<file path="config.mk">
export PLATFORM = sky130hd
export DESIGN_NAME = resize_ctrl
export DESIGN_NICKNAME = d
export VERILOG_FILES = /design/src/rtl/resize_ctrl.sv
export SDC_FILE = /design/constraint.sdc
export NUM_CORES = 1
export LEC_CHECK = 0
export CAP_MARGIN = 15
export CORE_MARGIN = 2
export CORE_UTILIZATION = 29
export DETAILED_ROUTE_END_ITERATION = 10
export GPL_TIMING_DRIVEN = 1
export MAX_ROUTING_LAYER = met4
export SLEW_MARGIN = 20
export SYNTH_ARGS = -nofsm -noshare
export SYNTH_HDL_FRONTEND = slang
export SYNTH_SLANG_ARGS = --single-unit
</file>
<file path="constraint.sdc">
create_clock -name clk -period 7.9 [get_ports clk]
set_clock_uncertainty 0.05 [all_clocks]
set_input_delay 0.79 -clock clk [delete_from_list [all_inputs] [get_ports clk]]
set_output_delay 0.79 -clock clk [all_outputs]
set_load 0.01 [all_outputs]
</file>
<file path="src/rtl/resize_ctrl.sv">
// resize_ctrl: frame-resize sequencer between the source-image ROM and the VGA
// framebuffer RAM. A start pulse walks the ROM image once and writes a scaled
// copy into the RAM (x1 copy, x2/x4 pixel replication, /2 decimation).
// RAM writes commit only while the framebuffer arbiter grants the port.
// Optional feature macro: RESIZE_CTRL_PERF_EN adds the stall_cnt output, which
// counts WRITE cycles spent waiting for ram_gnt.
module resize_ctrl #(
   parameter int SRC_W = 80,
   parameter int SRC_H = 60,
   parameter int RA_W  = 13,
   parameter int WA_W  = 17
) (
   input  logic            clk,
   input  logic            rst,
   input  logic            start,
   input  logic [1:0]      mode,
   output logic            busy,
   output logic            done,
   output logic [RA_W-1:0] rom_addr,
   input  logic [7:0]      rom_data,
   input  logic            ram_gnt,
   output logic            ram_we,
   output logic [WA_W-1:0] ram_waddr,
   output logic [7:0]      ram_wdata
`ifdef RESIZE_CTRL_PERF_EN
   ,
   output logic [15:0]     stall_cnt
`endif
);

   typedef enum logic [2:0] {
      S_IDLE,
      S_FETCH,
      S_LATCH,
      S_WRITE,
      S_DONE
   } state_t;

   typedef enum logic [1:0] {
      M_X1   = 2'b00,
      M_X2   = 2'b01,
      M_X4   = 2'b10,
      M_DIV2 = 2'b11
   } mode_t;

   localparam logic [RA_W-1:0] SRC_W_R = RA_W'(SRC_W);
   localparam logic [RA_W-1:0] SRC_H_R = RA_W'(SRC_H);

   state_t          state, state_nxt;
   mode_t           mode_q;
   logic [RA_W-1:0] row, col, row_nxt, col_nxt;
   logic [1:0]      di, dj, di_nxt, dj_nxt;
   logic [7:0]      pix;

   // Per-mode scale decode
   logic [1:0]      f_m1;     // replication factor minus one (dj/di wrap value)
   logic [WA_W-1:0] f_w;      // replication factor F
   logic [WA_W-1:0] dw_w;     // destination row width DW
   logic [RA_W-1:0] stride;   // source step: 2 for decimation, else 1
   logic            col_end, row_end, last_pix;

   // Decode F, DW and the source stride from the latched mode
   always_comb begin
      // NOTE: every signal written here gets a default first so no path can infer a latch.
      f_m1   = 2'd0;
      f_w    = WA_W'(1);
      dw_w   = WA_W'(SRC_W);
      stride = RA_W'(1);
      case (mode_q)
         M_X2: begin
            f_m1 = 2'd1;
            f_w  = WA_W'(2);
            dw_w = WA_W'(2 * SRC_W);
         end
         M_X4: begin
            f_m1 = 2'd3;
            f_w  = WA_W'(4);
            dw_w = WA_W'(4 * SRC_W);
         end
         M_DIV2: begin
            stride = RA_W'(2);
            dw_w   = WA_W'(SRC_W / 2);
         end
         default: ;
      endcase
   end

   // Edge detection on the source walk; compared against size-stride so a
   // full-width counter can never overflow while stepping
   always_comb begin
      col_end  = (col >= (SRC_W_R - stride));
      row_end  = (row >= (SRC_H_R - stride));
      last_pix = col_end && row_end;
   end

   // Next-state and counter-advance logic
   always_comb begin
      state_nxt = state;
      row_nxt   = row;
      col_nxt   = col;
      di_nxt    = di;
      dj_nxt    = dj;
      case (state)
         S_IDLE: begin
            if (start) begin
               state_nxt = S_FETCH;
               row_nxt   = '0;
               col_nxt   = '0;
               di_nxt    = 2'd0;
               dj_nxt    = 2'd0;
            end
         end
         S_FETCH: state_nxt = S_LATCH;
         S_LATCH: state_nxt = S_WRITE;
         S_WRITE: begin
            // Counters move only on cycles where the write actually commits
            if (ram_gnt) begin
               if (dj != f_m1) begin
                  dj_nxt = dj + 2'd1;
               end else begin
                  dj_nxt = 2'd0;
                  if (di != f_m1) begin
                     di_nxt = di + 2'd1;
                  end else begin
                     di_nxt = 2'd0;
                     if (last_pix) begin
                        state_nxt = S_DONE;
                     end else begin
                        state_nxt = S_FETCH;
                        if (col_end) begin
                           col_nxt = '0;
                           row_nxt = row + stride;
                        end else begin
                           col_nxt = col + stride;
                        end
                     end
                  end
               end
            end
         end
         S_DONE:  state_nxt = S_IDLE;
         default: state_nxt = S_IDLE;
      endcase
   end

   // State, counters, mode latch, ROM address and pixel register
   always_ff @(posedge clk or posedge rst) begin
      if (rst) begin
         state    <= S_IDLE;
         mode_q   <= M_X1;
         row      <= '0;
         col      <= '0;
         di       <= 2'd0;
         dj       <= 2'd0;
         pix      <= 8'd0;
         rom_addr <= '0;
      end else begin
         // NOTE: non-blocking assignments so every register samples pre-edge values.
         state <= state_nxt;
         row   <= row_nxt;
         col   <= col_nxt;
         di    <= di_nxt;
         dj    <= dj_nxt;
         if (state == S_IDLE && start) begin
            mode_q <= mode_t'(mode);
         end
         // Load the address as FETCH is entered so the synchronous ROM
         // returns the pixel during LATCH
         if (state_nxt == S_FETCH) begin
            rom_addr <= row_nxt * SRC_W_R + col_nxt;
         end
         if (state == S_LATCH) begin
            pix <= rom_data;
         end
      end
   end

   // Destination address for the current write
   logic [WA_W-1:0] row_w, col_w, waddr;
   always_comb begin
      row_w = WA_W'(row);
      col_w = WA_W'(col);
      if (mode_q == M_DIV2) begin
         waddr = (row_w >> 1) * dw_w + (col_w >> 1);
      end else begin
         waddr = (row_w * f_w + WA_W'(di)) * dw_w + col_w * f_w + WA_W'(dj);
      end
   end

   // Status and RAM port outputs; write enable is confined to WRITE
   always_comb begin
      busy      = (state == S_FETCH) || (state == S_LATCH) || (state == S_WRITE);
      done      = (state == S_DONE);
      ram_we    = (state == S_WRITE) && ram_gnt;
      ram_waddr = (state == S_WRITE) ? waddr : '0;
      ram_wdata = pix;
   end

`ifdef RESIZE_CTRL_PERF_EN
   // Saturating count of WRITE cycles lost to a missing grant
   always_ff @(posedge clk or posedge rst) begin
      if (rst) begin
         stall_cnt <= 16'd0;
      end else if (state == S_IDLE && start) begin
         stall_cnt <= 16'd0;
      end else if (state == S_WRITE && !ram_gnt && stall_cnt != 16'hFFFF) begin
         stall_cnt <= stall_cnt + 16'd1;
      end
   end
`endif

endmodule
</file>
==> metrics.md <==
| Metric | Value |
|---|---|
| Hold Violations, Final | 0 |
| Largest net degree at the start of global routing | 57 |
| H-Tree Level Count | 2 |
| Via count | 7,955 |
| RSZ-0062 raised after global routing | yes |
| Share of post-route cells with drive strength above 1 | 19.3% |
| Synthesized flop and latch total | 56 |
| IO buf count | 54 |
| Via-to-Cell Ratio | 4.60 |
| Slew margin rel. | 31.4% |
| Buf/Inv on CP | 4 |
| Post-synth ARST share | 100% |
| Violated checks | negative setup slack |
| P_leak | 6.23 nW |
| Hold-fix buffers, CTS | 0 |
| Post-Syn Instances | 1,133 |
| Fill count | 3,384 |
| Worst Path Arrival | 7.49 ns |
| Starting DRT DRC Count | 457 |
| GR Util met3 | 1.56% |
| FF/Latch Area | 1400 um2 |
| Net Count, Synth | 1,409 |
| Worst Hold Class | reg -> reg |
| DPL Wire Length | 20,800 um |
| Post-layout min period | 8.33 ns |
| CP Class | reg -> out |
| Footprint of the multi-input gates | 8490 um2 |
| Worst-path maximum fanout | 6 |
| Fin area | 12,700 um2 |
| Fmax | 120 MHz |
| Mapped Avg Cell Area | 8.79 um2 |
| Commonest non-fill, non-tap cell in the layout | inv_1 |
| Top delay family on crit path | adder cells |
| WHS Path Cells | 2 |
| Final Power | 2.31 mW |
| Critical R2R Launch | mode_q[0] |
| Crit. End Element | output pin |
| DIE AREA | 35,800 um2 |
| First-pass GRT wire length | 42,000 um |
| Row count | 67 |
| Routing usage on met2 | 24.6% |
| RR Endpoint | rom_addr[12] |
| Setup WS post-layout | -0.429 ns |
| Clock transition at the registers of the reported paths | 0.07 ns |
| CTS Sinks | 56 |
| CTS Buf Count | 5 |
| Placed Instances | 1,706 |
| Final worst-path cycle share | 105% |
| Fin. max-slew vios | 0 |
| CP peak stage delay | 0.57 ns |
| GRT Util Overall | 14.9% |
| DRT antenna net count | 0 |
| Slew @ Worst Pin | 1.03 ns |
| Sequential element share of the synthesized area | 14.1% |
| Max-cap violation count | 0 |
| Slowest CP cell | fa_1 |
| Most frequent cells in the layout | inv_1 (165), nand2_1 (164), fa_1 (127) |
| Hold Crit Endpoint | rom_addr[6] |
| Non-filler cells, final | 1,730 |
| CP Launch Type | flop |
| Ports | 55 |
| Core area | 33,700 um2 |
| Worst-skew pair later-pin latency | 0.31 ns |
| Gr ovfl total | 0 |
| Crit path required time | 7.06 ns |
| Post-Route Setup TNS | -0.512 ns |
| Power Density | 181 nW/um2 |
| Reg2reg setup slack | 1.85 ns |
| Drt total wl | 25,400 um |
| Min-delay src | rom_addr[6] |
| Final Core Density | 37.8% |
| Fin nets | 1,556 |
| Path depth of the worst reg2reg path | 27 |
| Root buf cell | clkbuf_16 |
| Place WS | -0.742 ns |
| First-pass iteration count of the detailed router | 4 |
| Yosys warnings | 0 |
| Placed Area | 12,100 um2 |
| Most used DFF post-synth | dfrtp_1 |
| Outcome | finished, violations left |
| Die width | 189 um |
| Area growth from synthesis to layout | 28.1% |
| Final hold slack | 0.437 ns |
| Detailed-route wire length per cell | 14.7 um |
| Maximum vdd ir drop | 0.113 mV |
| Clock Path Buffers | 2 |
| RD Place Congestion | 0.873 |
| CTS tree | built |
| Vias in the first global route | 8,291 |
| Final setup fails | 2 |
| Starting density of the core | 29.5% |
| Post-Synthesis Cell Area | 9950 um2 |
| Post-synth EDFFs | 0 |
| GR Util met1 | 19.7% |
| Gr busiest metal | met2 |
| Post-route DRC violation count | 0 |
| Chip height | 189 um |
| Initial antenna violation count | 0 |
| Cell variety after synth | 55 |
## worst max-delay path by stage
stage | startpoint | end | slack, ns | cells after the start
2_1_floorplan | mode_q[1] | ram_waddr[16] | -0.07 | 28
3_3_place_gp | mode_q[1] | ram_waddr[16] | -0.61 | 30
3_5_place_dp | mode_q[1] | ram_waddr[16] | -0.74 | 27
4_1_cts | mode_q[1] | ram_waddr[16] | -0.46 | 26
5_1_grt | mode_q[1] | ram_waddr[16] | -0.74 | 28
6_report | mode_q[1] | ram_waddr[16] | -0.43 | 28
## where the power goes
part | internal (mW) | switching [mW] | leakage (nW) | total (mW)
clock | 0.151 | 0.113 | 0.0815 | 0.264
combinational | 0.720 | 0.922 | 5.41 | 1.64
sequential | 0.348 | 0.0568 | 0.743 | 0.405
total | 1.22 | 1.09 | 6.23 | 2.31
## sequential cells by signal, summed over array words and instances (netlist names), named ones only
register,count
row,9
mode_q,2
ram_wdata,8
state,3
dj,2
rom_addr,13
di,2
col,13
## cell usage after synthesis, drive strengths merged (2+ instances only)
cell type / number / area share (%)
buf: 7 / 0.43
nor4: 2 / 0.13
nand3: 15 / 0.75
ha: 134 / 17
nor3: 11 / 0.55
mux2: 12 / 1.4
o21bai: 7 / 0.53
o21a: 2 / 0.15
and2: 54 / 3.4
clkbuf: 31 / 1.4
nand2b: 23 / 1.4
o21ai: 54 / 2.7
a22oi: 2 / 0.15
a31oi: 2 / 0.13
xnor2: 57 / 5.0
a211oi: 5 / 0.38
xor2: 11 / 0.97
o2111ai: 3 / 0.26
inv: 171 / 6.4
and3: 6 / 0.38
nor2b: 13 / 0.82
or2: 6 / 0.40
a41oi: 2 / 0.25
a21o: 11 / 0.83
o31ai: 3 / 0.23
nor2: 51 / 1.9
mux2i: 8 / 0.80
xnor3: 2 / 0.45
or3: 6 / 0.38
nand2: 168 / 6.3
nand4: 5 / 0.31
a21boi: 3 / 0.23
a21oi: 47 / 2.4
a2111oi: 2 / 0.30
dfrtp: 56 / 14
fa: 128 / 26
## final cells by class
type	count	area share (%)
multi-input combinational	868	66.6
timing repair buffer	178	11.6
sequential	56	11.0
inverter	171	5.03
tap	448	4.40
clock buffer	6	1.01
clock inverter	2	0.304
antenna	1	0.0196
## worst reg2reg max path: stages (launching register included)
cell      delay (ns)
dfrtp_1         0.39
buf_4           0.15
buf_4           0.13
ha_1            0.19
buf_4           0.25
inv_1           0.14
buf_4           0.30
ha_1            0.29
nand2b_1        0.14
a21oi_1         0.13
o21ai_0         0.16
nor3_1          0.49
nand2b_1        0.35
nand2_1         0.16
a32o_1          0.36
ha_1            0.32
ha_1            0.17
inv_1           0.06
fa_1            0.49
inv_1           0.04
ha_1            0.28
inv_1           0.09
o21bai_1        0.08
a21oi_1         0.21
o21bai_1        0.09
a21oi_1         0.17
xnor2_1         0.14
o21ai_0         0.09
## cells by family after synthesis
group,Yosys count,share of synthesized area (%)
buffers and inverters,209,8.25
xor gates and xnor gates,70,6.44
AOI/OAI and AO/OA,150,9.15
and+or+nand+nor,366,17.3
DFF,56,14.1
adders and majority gates,262,42.6
muxes,20,2.16
## layer usage
metal  up-vias  part of all wire (%)
met5         -                     0
met3        28                   3.4
met4         0                   1.7
met2       124                    48
li1       3923                     -
met1      3880                    47
## repair_timing
action,in CTS,in global routing
pin swaps,7,35
gates resized for setup,34,55
setup buffers,8,7
setup endpoints to repair,7,9
(Power assumes the default switching activity.)
